<file path="src/rtl/mem_ctrl_if.sv">
// Request, response and RAM port bundle for mem_ctrl.
// slave is the controller's view; master is the stages-plus-RAM view.
interface mem_ctrl_if #(
  parameter int ADDR_WIDTH = 32
);
  logic                  if_read;
  logic [ADDR_WIDTH-1:0] if_addr;
  logic                  if_ready;
  logic [31:0]           if_data;
  logic                  mem_read;
  logic                  mem_write;
  logic [ADDR_WIDTH-1:0] mem_addr;
  logic [1:0]            mem_width;
  logic [31:0]           mem_wdata;
  logic                  mem_ready;
  logic [31:0]           mem_rdata;
  logic                  busy;
  logic [ADDR_WIDTH-1:0] ram_a;
  logic                  ram_wr;
  logic [7:0]            ram_dout;
  logic [7:0]            ram_din;

  modport slave (
    input  if_read, if_addr,
    input  mem_read, mem_write, mem_addr,
    input  mem_width, mem_wdata, ram_din,
    output if_ready, if_data, mem_ready,
    output mem_rdata, busy,
    output ram_a, ram_wr, ram_dout
  );

  modport master (
    output if_read, if_addr,
    output mem_read, mem_write, mem_addr,
    output mem_width, mem_wdata, ram_din,
    input  if_ready, if_data, mem_ready,
    input  mem_rdata, busy,
    input  ram_a, ram_wr, ram_dout
  );
endinterface

</file>
<file path="src/rtl/mem_ctrl.sv">
// Byte-wide RAM controller arbitrating fetch and memory stages.
// Sequences 1/2/4 byte cycles and assembles little-endian words.
module mem_ctrl #(
  parameter int ADDR_WIDTH = 32
) (
  input logic     clk,
  input logic     reset,
  mem_ctrl_if.slave bus
);
  typedef enum logic [1:0] {
    IDLE, READ, WRITE, DONE
  } state_t;

  state_t state, state_n;

  logic [ADDR_WIDTH-1:0] base, ram_a, nxt_a;
  logic [2:0]  n, k, mem_n;
  logic [1:0]  rl, wl;
  logic [31:0] wdata, rbuf, rbuf_n;
  logic [31:0] if_data, mem_rdata;
  logic [7:0]  ram_dout;
  logic        own_mem, ram_wr;
  logic        if_ready, mem_ready;

  assign bus.if_ready  = if_ready;
  assign bus.if_data   = if_data;
  assign bus.mem_ready = mem_ready;
  assign bus.mem_rdata = mem_rdata;
  assign bus.busy      = (state != IDLE);
  assign bus.ram_a     = ram_a;
  assign bus.ram_wr    = ram_wr;
  assign bus.ram_dout  = ram_dout;

  assign nxt_a = base + ADDR_WIDTH'(k)
               + ADDR_WIDTH'(1);
  assign rl    = k[1:0] - 2'd1;
  assign wl    = k[1:0] + 2'd1;
  assign mem_n = (bus.mem_width == 2'd0) ? 3'd1
               : (bus.mem_width == 2'd1) ? 3'd2
               : 3'd4;

  always_comb begin
    state_n = state;
    rbuf_n  = rbuf;
    unique case (state)
      IDLE: begin
        if (bus.mem_write)
          state_n = WRITE;
        else if (bus.mem_read || bus.if_read)
          state_n = READ;
      end
      READ: begin
        // byte for address index k-1 arrives while k is driven
        if (k != 3'd0)
          rbuf_n[{rl, 3'b000} +: 8] = bus.ram_din;
        if (k == n)
          state_n = DONE;
      end
      WRITE: begin
        if (k == n - 3'd1)
          state_n = DONE;
      end
      DONE: state_n = IDLE;
      default: state_n = IDLE;
    endcase
  end

  always_ff @(posedge clk) begin
    if (reset) state <= IDLE;
    else       state <= state_n;
  end

  always_ff @(posedge clk) begin
    if (reset) begin
      base      <= '0;
      n         <= 3'd0;
      k         <= 3'd0;
      wdata     <= '0;
      rbuf      <= '0;
      own_mem   <= 1'b0;
      ram_a     <= '0;
      ram_wr    <= 1'b0;
      ram_dout  <= '0;
      if_ready  <= 1'b0;
      mem_ready <= 1'b0;
      if_data   <= '0;
      mem_rdata <= '0;
    end else begin
      unique case (state)
        IDLE: begin
          k    <= 3'd0;
          rbuf <= '0;
          if (bus.mem_write || bus.mem_read) begin
            base     <= bus.mem_addr;
            ram_a    <= bus.mem_addr;
            n        <= mem_n;
            wdata    <= bus.mem_wdata;
            own_mem  <= 1'b1;
            ram_wr   <= bus.mem_write;
            ram_dout <= bus.mem_write ?
                        bus.mem_wdata[7:0] : ram_dout;
          end else if (bus.if_read) begin
            base    <= bus.if_addr;
            ram_a   <= bus.if_addr;
            n       <= 3'd4;
            own_mem <= 1'b0;
          end
        end
        READ: begin
          rbuf <= rbuf_n;
          k    <= k + 3'd1;
          if ((k + 3'd1) < n)
            ram_a <= nxt_a;
          if (state_n == DONE) begin
            if (own_mem) begin
              mem_ready <= 1'b1;
              mem_rdata <= rbuf_n;
            end else begin
              if_ready <= 1'b1;
              if_data  <= rbuf_n;
            end
          end
        end
        WRITE: begin
          if (state_n == DONE) begin
            ram_wr    <= 1'b0;
            mem_ready <= 1'b1;
          end else begin
            k        <= k + 3'd1;
            ram_a    <= nxt_a;
            ram_dout <= wdata[{wl, 3'b000} +: 8];
          end
        end
        DONE: begin
          if_ready  <= 1'b0;
          mem_ready <= 1'b0;
        end
        default: ;
      endcase
    end
  end
endmodule

</file>
<file path="src/flat_wrapper.sv">
// flat-port wrapper written by rule: the top's interface ports become plain ports
module mem_ctrl_flat 
#(
  parameter int ADDR_WIDTH = 32
)
  (clk, reset, bus_if_read, bus_if_addr, bus_mem_read, bus_mem_write, bus_mem_addr, bus_mem_width, bus_mem_wdata, bus_ram_din, bus_if_ready, bus_if_data, bus_mem_ready, bus_mem_rdata, bus_busy, bus_ram_a, bus_ram_wr, bus_ram_dout);
  mem_ctrl_if #(.ADDR_WIDTH(ADDR_WIDTH)) bus_i ();
  input logic clk;
  input logic reset;
  input wire logic [$bits(bus_i.if_read)-1:0] bus_if_read;
  input wire logic [$bits(bus_i.if_addr)-1:0] bus_if_addr;
  input wire logic [$bits(bus_i.mem_read)-1:0] bus_mem_read;
  input wire logic [$bits(bus_i.mem_write)-1:0] bus_mem_write;
  input wire logic [$bits(bus_i.mem_addr)-1:0] bus_mem_addr;
  input wire logic [$bits(bus_i.mem_width)-1:0] bus_mem_width;
  input wire logic [$bits(bus_i.mem_wdata)-1:0] bus_mem_wdata;
  input wire logic [$bits(bus_i.ram_din)-1:0] bus_ram_din;
  output wire logic [$bits(bus_i.if_ready)-1:0] bus_if_ready;
  output wire logic [$bits(bus_i.if_data)-1:0] bus_if_data;
  output wire logic [$bits(bus_i.mem_ready)-1:0] bus_mem_ready;
  output wire logic [$bits(bus_i.mem_rdata)-1:0] bus_mem_rdata;
  output wire logic [$bits(bus_i.busy)-1:0] bus_busy;
  output wire logic [$bits(bus_i.ram_a)-1:0] bus_ram_a;
  output wire logic [$bits(bus_i.ram_wr)-1:0] bus_ram_wr;
  output wire logic [$bits(bus_i.ram_dout)-1:0] bus_ram_dout;
  assign bus_i.if_read = bus_if_read;
  assign bus_i.if_addr = bus_if_addr;
  assign bus_i.mem_read = bus_mem_read;
  assign bus_i.mem_write = bus_mem_write;
  assign bus_i.mem_addr = bus_mem_addr;
  assign bus_i.mem_width = bus_mem_width;
  assign bus_i.mem_wdata = bus_mem_wdata;
  assign bus_i.ram_din = bus_ram_din;
  assign bus_if_ready = bus_i.if_ready;
  assign bus_if_data = bus_i.if_data;
  assign bus_mem_ready = bus_i.mem_ready;
  assign bus_mem_rdata = bus_i.mem_rdata;
  assign bus_busy = bus_i.busy;
  assign bus_ram_a = bus_i.ram_a;
  assign bus_ram_wr = bus_i.ram_wr;
  assign bus_ram_dout = bus_i.ram_dout;
  mem_ctrl #(.ADDR_WIDTH(ADDR_WIDTH)) u_core (.clk(clk), .reset(reset), .bus(bus_i));
endmodule
</file>
<file path="config.mk">
export PLATFORM = sky130hd
export DESIGN_NAME = mem_ctrl_flat
export DESIGN_NICKNAME = d
export VERILOG_FILES = /design/src/rtl/mem_ctrl_if.sv /design/src/rtl/mem_ctrl.sv /design/src/flat_wrapper.sv
export SDC_FILE = /design/constraint.sdc
export NUM_CORES = 1
export LEC_CHECK = 0
export CAP_MARGIN = 20
export CORE_MARGIN = 8
export CORE_UTILIZATION = 52
export CTS_CLUSTER_SIZE = 10
export DETAILED_ROUTE_END_ITERATION = 16
export PLACE_DENSITY = 0.81
export SLEW_MARGIN = 20
export SYNTH_ARGS = -nofsm -noshare
export SYNTH_HDL_FRONTEND = slang
export SYNTH_SLANG_ARGS = --single-unit
</file>
<file path="constraint.sdc">
create_clock -name clk -period 4.18 [get_ports clk]
set_input_delay 1.045 -clock clk [delete_from_list [all_inputs] [get_ports clk]]
set_output_delay 1.045 -clock clk [all_outputs]
set_load 0.05 [all_outputs]
</file>
==> results of run 1 <==
==> Yosys cell counts (6+ instances only) <==
cell type / instances
a211oi_1: 33
a21oi_1: 163
a22o_1: 8
a311oi_1: 11
and3_1: 38
buf_1: 7
buf_2: 7
buf_6: 13
clkbuf_1: 80
dfxtp_1: 212
ha_1: 18
inv_1: 18
mux2_2: 21
mux2i_1: 57
mux4_2: 8
nand2_1: 141
nand2b_1: 20
nand3_1: 12
nor2_1: 101
nor2b_1: 6
nor3_1: 133
nor3_2: 12
o21ai_0: 27
o311a_1: 8
o311ai_0: 13
o41ai_1: 7
xor2_1: 6
==> metal layers <==
layer | global-route usage [%] | wire, µm | vias up
met1 | 31.0 | 13800 | 4826
li1 | - | - | 4927
met2 | 39.2 | 15000 | 332
met4 | 7.25 | 665 | 0
met3 | 4.50 | 1960 | 48
met5 | 0 | 0 | -
==> stage by stage <==
stage | power, mW | setup slack [ns] | utilization [%] | std cells | hold WS, ns
4_1_cts | 6.84 | 0.681 | 67.1 | 1708 | 0.454
2_1_floorplan | 4.17 | 1.07 | - | 1277 | 0.433
3_3_place_gp | 4.90 | 0.706 | 63.8 | 1676 | 0.440
5_1_grt | 7.13 | 0.529 | 67.1 | 1708 | 0.474
3_5_place_dp | 4.94 | 0.638 | 63.8 | 1676 | 0.447
6_report | 6.80 | 0.684 | 67.1 | 1709 | 0.454
==> power by group through the flow <==
stage / clock network [mW] / registers, mW / logic [mW]
final: 1.88 / 2.49 / 2.44
after global routing: 2.00 / 2.52 / 2.61
after CTS: 1.92 / 2.48 / 2.43
after detailed placement: 0 / 2.52 / 2.42
after global placement: 0 / 2.51 / 2.39
after floorplan: 0 / 3.00 / 1.17
==> tightest hold or removal path: cells and delay by family (launching register included) <==
kind	cells	cell delay, ns
AO/OA/AOI/OAI	1	0.05
flip-flops	1	0.31
AND/OR/NAND/NOR	1	0.05
==> path summary, 6_finish.rpt <==
path | slack [ns] | cells after the start | from | to
max | 0.68 | 4 | u_core.state[0]$_SDFF_PP0_ | bus_busy
max reg2reg | 0.74 | 7 | u_core.state[0]$_SDFF_PP0_ | u_core.bus.mem_rdata[17]$_SDFFE_PP0P_
min reg2reg | 0.45 | 2 | u_core.wdata[29]$_SDFFE_PP0P_ | u_core.wdata[29]$_SDFFE_PP0P_
min | 0.45 | 2 | u_core.wdata[29]$_SDFFE_PP0P_ | u_core.wdata[29]$_SDFFE_PP0P_
==> cells by family (layout without fill, tap and decap cells) <==
group / after synthesis / after routing
AND/OR/NAND/NOR: 497 / 497
AO/OA/AOI/OAI: 320 / 320
flip-flops: 212 / 212
buffers and inverters: 130 / 291
multiplexers: 87 / 87
adder cells (fa/ha/maj): 19 / 19
XOR/XNOR: 12 / 12
other: 0 / 1
==> state kept, by name, indices dropped and copies added (netlist names) <==
name / cells
u_core.bus.mem_ready: 1
u_core.state: 2
u_core.wdata: 32
u_core.bus.if_data: 32
u_core.rbuf: 32
u_core.n: 3
u_core.bus.if_ready: 1
u_core.bus.ram_wr: 1
u_core.bus.ram_a: 32
u_core.base: 32
u_core.bus.mem_rdata: 32
u_core.bus.ram_dout: 8
u_core.own_mem: 1
u_core.k: 3
==> layout make-up <==
| type | instances | area share, % |
|---|---|---|
| multi-input combinational | 935 | 43.1 |
| sequential | 212 | 31.3 |
| timing repair buffer | 239 | 17.6 |
| clock buffer | 31 | 4.92 |
| tap | 270 | 2.49 |
| inverter | 20 | 0.553 |
| clock inverter | 1 | 0.0645 |
| antenna | 1 | 0.0184 |
==> impl_metrics.json, run 1 <==
{
  "port_buffers": 218,
  "grt_pass1_vias": 9822,
  "rows": 52,
  "routed_wl_mm": 31.4,
  "clock_sinks": 212,
  "yosys.area_share.adder_pct": 2.29,
  "route.detailed.drc": 0,
  "multi_input_area_um2": 5860,
  "syn_nets": 1407,
  "netlist_instances": 1277,
  "routed_via_density": 5.93,
  "cts_made_buffers": 25,
  "wl_per_cell_um": 18.4,
  "synth_compound_area_share_pct": 19.3,
  "netlist.area_leader.share_pct": 39.7,
  "syn_avg_cell_area_um2": 8.37,
  "grt-ovfl-total": 0,
  "fmax_ghz": 0.286,
  "slew_viol_final": 0,
  "gp_congestion": 0.845,
  "num_vias": 10100,
  "die_area_um2": 25400,
  "cts_resized": 0,
  "pwr-share-comb_pct": 35.8,
  "synth_cell_types": 73,
  "synth-edff-count": 0,
  "final-hold-violation-count": 0,
  "final_cell_area_um2": 13600,
  "finClkSkew_ns": 0.0210,
  "rsz0062_at_grt": "no",
  "final_common_cell": "clkdlybuf4s50_1",
  "period_needed_ns": 3.50,
  "coreArea_um2": 20200,
  "yosysTopAreaCell": "dfxtp_1",
  "drtAntennaViolNets": 0,
  "post_cts_buffers": 0,
  "worstMarginPinSlew_ns": 1.11,
  "seqCellArea_um2": 4250,
  "drv_cap": 0,
  "synth_seq_area_share_pct": 39.7,
  "cp_common_cell": "inv_1",
  "power.internal_mw": 4.26,
  "htree_levels": 1,
  "power_density_nw_per_um2": 501,
  "fin_tns_setup_ns": 0,
  "required_ns": 3.13,
  "worst-endpoint-arrival_ns": 2.45,
  "final_nets": 1563,
  "setup_viol_count_final": 0,
  "ctsHoldBuffers": 0,
  "critPathKind": "reg -> out",
  "critPathTopFamily": "buffers and inverters",
  "synth-simple-area-share_pct": 22.6,
  "leakage_nw": 4.99,
  "clk_latency_ns": 0.52,
  "timing.slew.headroom_pct": 26.0,
  "post_route_cells_drive_above_1_share_pct": 7.65,
  "async_flop_share_pct": 0,
  "mostFrequentLayoutCells": "clkdlybuf4s50_1, dfxtp_1, a21oi_1",
  "grt_use_total_pct": 23.8,
  "p_switching_mw": 2.55,
  "post-dp-hpwl_mm": 21.3,
  "clock_path_buffers": 3,
  "first_iter_violations": 865,
  "synth_top_family_by_area": "simple AND/OR/NAND/NOR gates",
  "critPathSlowestCell": "clkdlybuf4s50_1",
  "n_fill_cell": 1657,
  "synth_xor_area_share_pct": 1.11,
  "first_pass_iters": 5,
  "area_delta_synth_final_pct": 27.1,
  "netSwitchingFraction_pct": 37.4,
  "ys.flop_type": "dfxtp_1",
  "seqPwrFrac_pct": 36.5,
  "synth_area_um2": 10700,
  "endpoint_kind": "output pin",
  "irDropWorstVdd_mv": 0.338,
  "path_buf_inv": 3,
  "crit_chain": "inv_1 > ha_1 > inv_1 > clkdlybuf4s50_1",
  "hold_path.class": "reg -> reg",
  "grt_pass1_wl_mm": 51.2,
  "status": "complete, no violations",
  "grt_max_degree": 75,
  "antenna_found_initial": 0,
  "cts_tree": "yes",
  "die_w_um": 159,
  "cts.reportedPaths.clkPinSlew_ns": 0.05,
  "synthMuxAreaShare_pct": 9.34,
  "cp-start-kind": "flip-flop",
  "clockRootBuffer": "clkbuf_16",
  "clkPwrFrac_pct": 27.7,
  "worst-path-max-fanout": 8,
  "yosysWarningCount": 0,
  "min_period_over_period_pct": 83.6,
  "die_y_um": 159,
  "cp_slowest_stage_delay_ns": 0.84,
  "io_pins": 219,
  "start_util_pct": 52.8,
  "synth_seq_cells": 212,
  "dpl-instance-area_um2": 12900,
  "netlist_top_cells_area": "dfxtp_1, a21oi_1, nor3_1"
}
No activity file was read; power rests on OpenSTA's default activity.
==> run 2, diff against run 1 <==
Settings changed: CORE_UTILIZATION 52 to 47, PLACE_DENSITY 0.81 to 0.77.
Clock period 4.18 ns to 3.2 ns, I/O delays scaled along.
==> impl_metrics.json, run 2 (synthesis results as in run 1) <==
{
  "grt_use_total_pct": 22.0,
  "period_needed_ns": 2.86,
  "drv_cap": 0,
  "first_pass_iters": 5,
  "leakage_nw": 5.08,
  "first_iter_violations": 744,
  "fin_util_pct": 61.1,
  "route.detailed.drc": 0,
  "timing.slew.headroom_pct": 43.7,
  "critPathKind": "reg -> out",
  "rsz0062_at_grt": "no",
  "cp-start-kind": "flip-flop",
  "routed_wl_mm": 31.8,
  "n_fill_cell": 1976,
  "worst-endpoint-arrival_ns": 2.06,
  "fmax_ghz": 0.350,
  "netSwitchingFraction_pct": 37.6,
  "rows": 55,
  "io_pins": 219,
  "worst-path-max-fanout": 9,
  "clock_sinks": 212,
  "drtAntennaViolNets": 0,
  "slew_viol_final": 0,
  "ctsHoldBuffers": 0,
  "final-hold-violation-count": 0,
  "mostFrequentLayoutCells": "clkdlybuf4s50_1, dfxtp_1, a21oi_1",
  "dpl-instance-area_um2": 13100,
  "final_common_cell": "clkdlybuf4s50_1",
  "endpoint_kind": "output pin",
  "coreArea_um2": 22500,
  "status": "complete, no violations",
  "grt-ovfl-total": 0,
  "routed_via_density": 5.82,
  "die_w_um": 167,
  "grt_pass1_vias": 9691,
  "area_delta_synth_final_pct": 28.7,
  "antenna_found_initial": 0,
  "min_period_over_period_pct": 89.4,
  "wl_per_cell_um": 18.3,
  "die_y_um": 167,
  "start_util_pct": 47.5,
  "irDropWorstVdd_mv": 0.390,
  "r2r-start": "u_core.k[0]$_SDFFE_PP0P_",
  "setup_viol_count_final": 0,
  "post_cts_buffers": 0,
  "clockRootBuffer": "clkbuf_16",
  "cts.reportedPaths.clkPinSlew_ns": 0.06,
  "hold_ws_ns": 0.450,
  "worstMarginPinSlew_ns": 0.845,
  "required_ns": 2.40,
  "power.internal_mw": 5.61,
  "power_density_nw_per_um2": 654,
  "cts_made_buffers": 25,
  "htree_levels": 1,
  "grt_pass1_wl_mm": 51.4,
  "post_route_cells_drive_above_1_share_pct": 8.49,
  "port_buffers": 218,
  "hold_path_depth": 2,
  "rr_worst_depth": 8,
  "seqPwrFrac_pct": 36.1,
  "clk_latency_ns": 0.53,
  "grt_max_degree": 151,
  "clock_path_buffers": 3,
  "gp_congestion": 0.892,
  "post-dp-hpwl_mm": 21.5,
  "cts_tree": "yes",
  "cts_resized": 0,
  "die_area_um2": 27800,
  "fin_tns_setup_ns": 0,
  "final_nets": 1575,
  "hold_path.class": "reg -> reg",
  "diodes": 0,
  "final_cell_area_um2": 13700,
  "crit_start": "u_core.state[0]$_SDFF_PP0_",
  "p_switching_mw": 3.38,
  "clkPwrFrac_pct": 27.6,
  "num_vias": 10100,
  "min_from": "u_core.wdata[7]$_SDFFE_PP0P_",
  "finClkSkew_ns": 0.0131,
  "pwr-share-comb_pct": 36.4
}
[run 2: cell types whose count changed in the layout (fill, tap and decap cells not counted), sizes merged]
cell,change
buf,+13
clkbuf,-2
clkdlybuf4s50,-1
clkinv,+1
diode,-1
[run 2: through the flow]
stage	total power [mW]	std cells	setup slack, ns
final	8.99	1734	0.341
after global routing	9.43	1734	0.213
after CTS	9.04	1734	0.323
after detailed placement	6.56	1703	0.138
after global placement	6.50	1703	0.170
after floorplan	5.45	1277	0.0909
[run 2: cell type report]
cell class	count	area [µm²]	area share [%]
multi-input cells	935	5860	42.6
flip-flops and latches	212	4250	30.9
repair buffers	251	2540	18.5
clock buffers	29	651	4.73
well taps	285	357	2.59
inverters	20	75.1	0.546
clock inverters	2	25.0	0.182
[run 2: worst max-delay path, stage by stage, from the launching register on]
cell,delay (ns)
dfxtp_1,0.49
inv_1,0.13
ha_1,0.32
inv_1,0.38
buf_12,0.20
[run 2: routing by layer]
metal	share of wire [%]	global-route usage, %	vias up
met3	7.3	3.78	61
met1	43	29.3	4708
met2	47	35.6	380
li1	-	-	4947
met4	2.8	7.05	0
met5	0	0	-
[run 2: final timing paths]
kind         slack, ns                                 to
max               0.34                           bus_busy
min               0.45       u_core.wdata[7]$_SDFFE_PP0P_
max reg2reg       0.52  u_core.bus.ram_a[28]$_SDFFE_PP0P_
min reg2reg       0.45       u_core.wdata[7]$_SDFFE_PP0P_
[run 2: power groups by stage]
stage          logic, mW  registers, mW  clock network [mW]
6_report            3.27           3.24                2.48
5_1_grt             3.51           3.29                2.63
4_1_cts             3.28           3.24                2.52
3_5_place_dp        3.27           3.29                   0
3_3_place_gp        3.22           3.28                   0
2_1_floorplan       1.53           3.92                   0
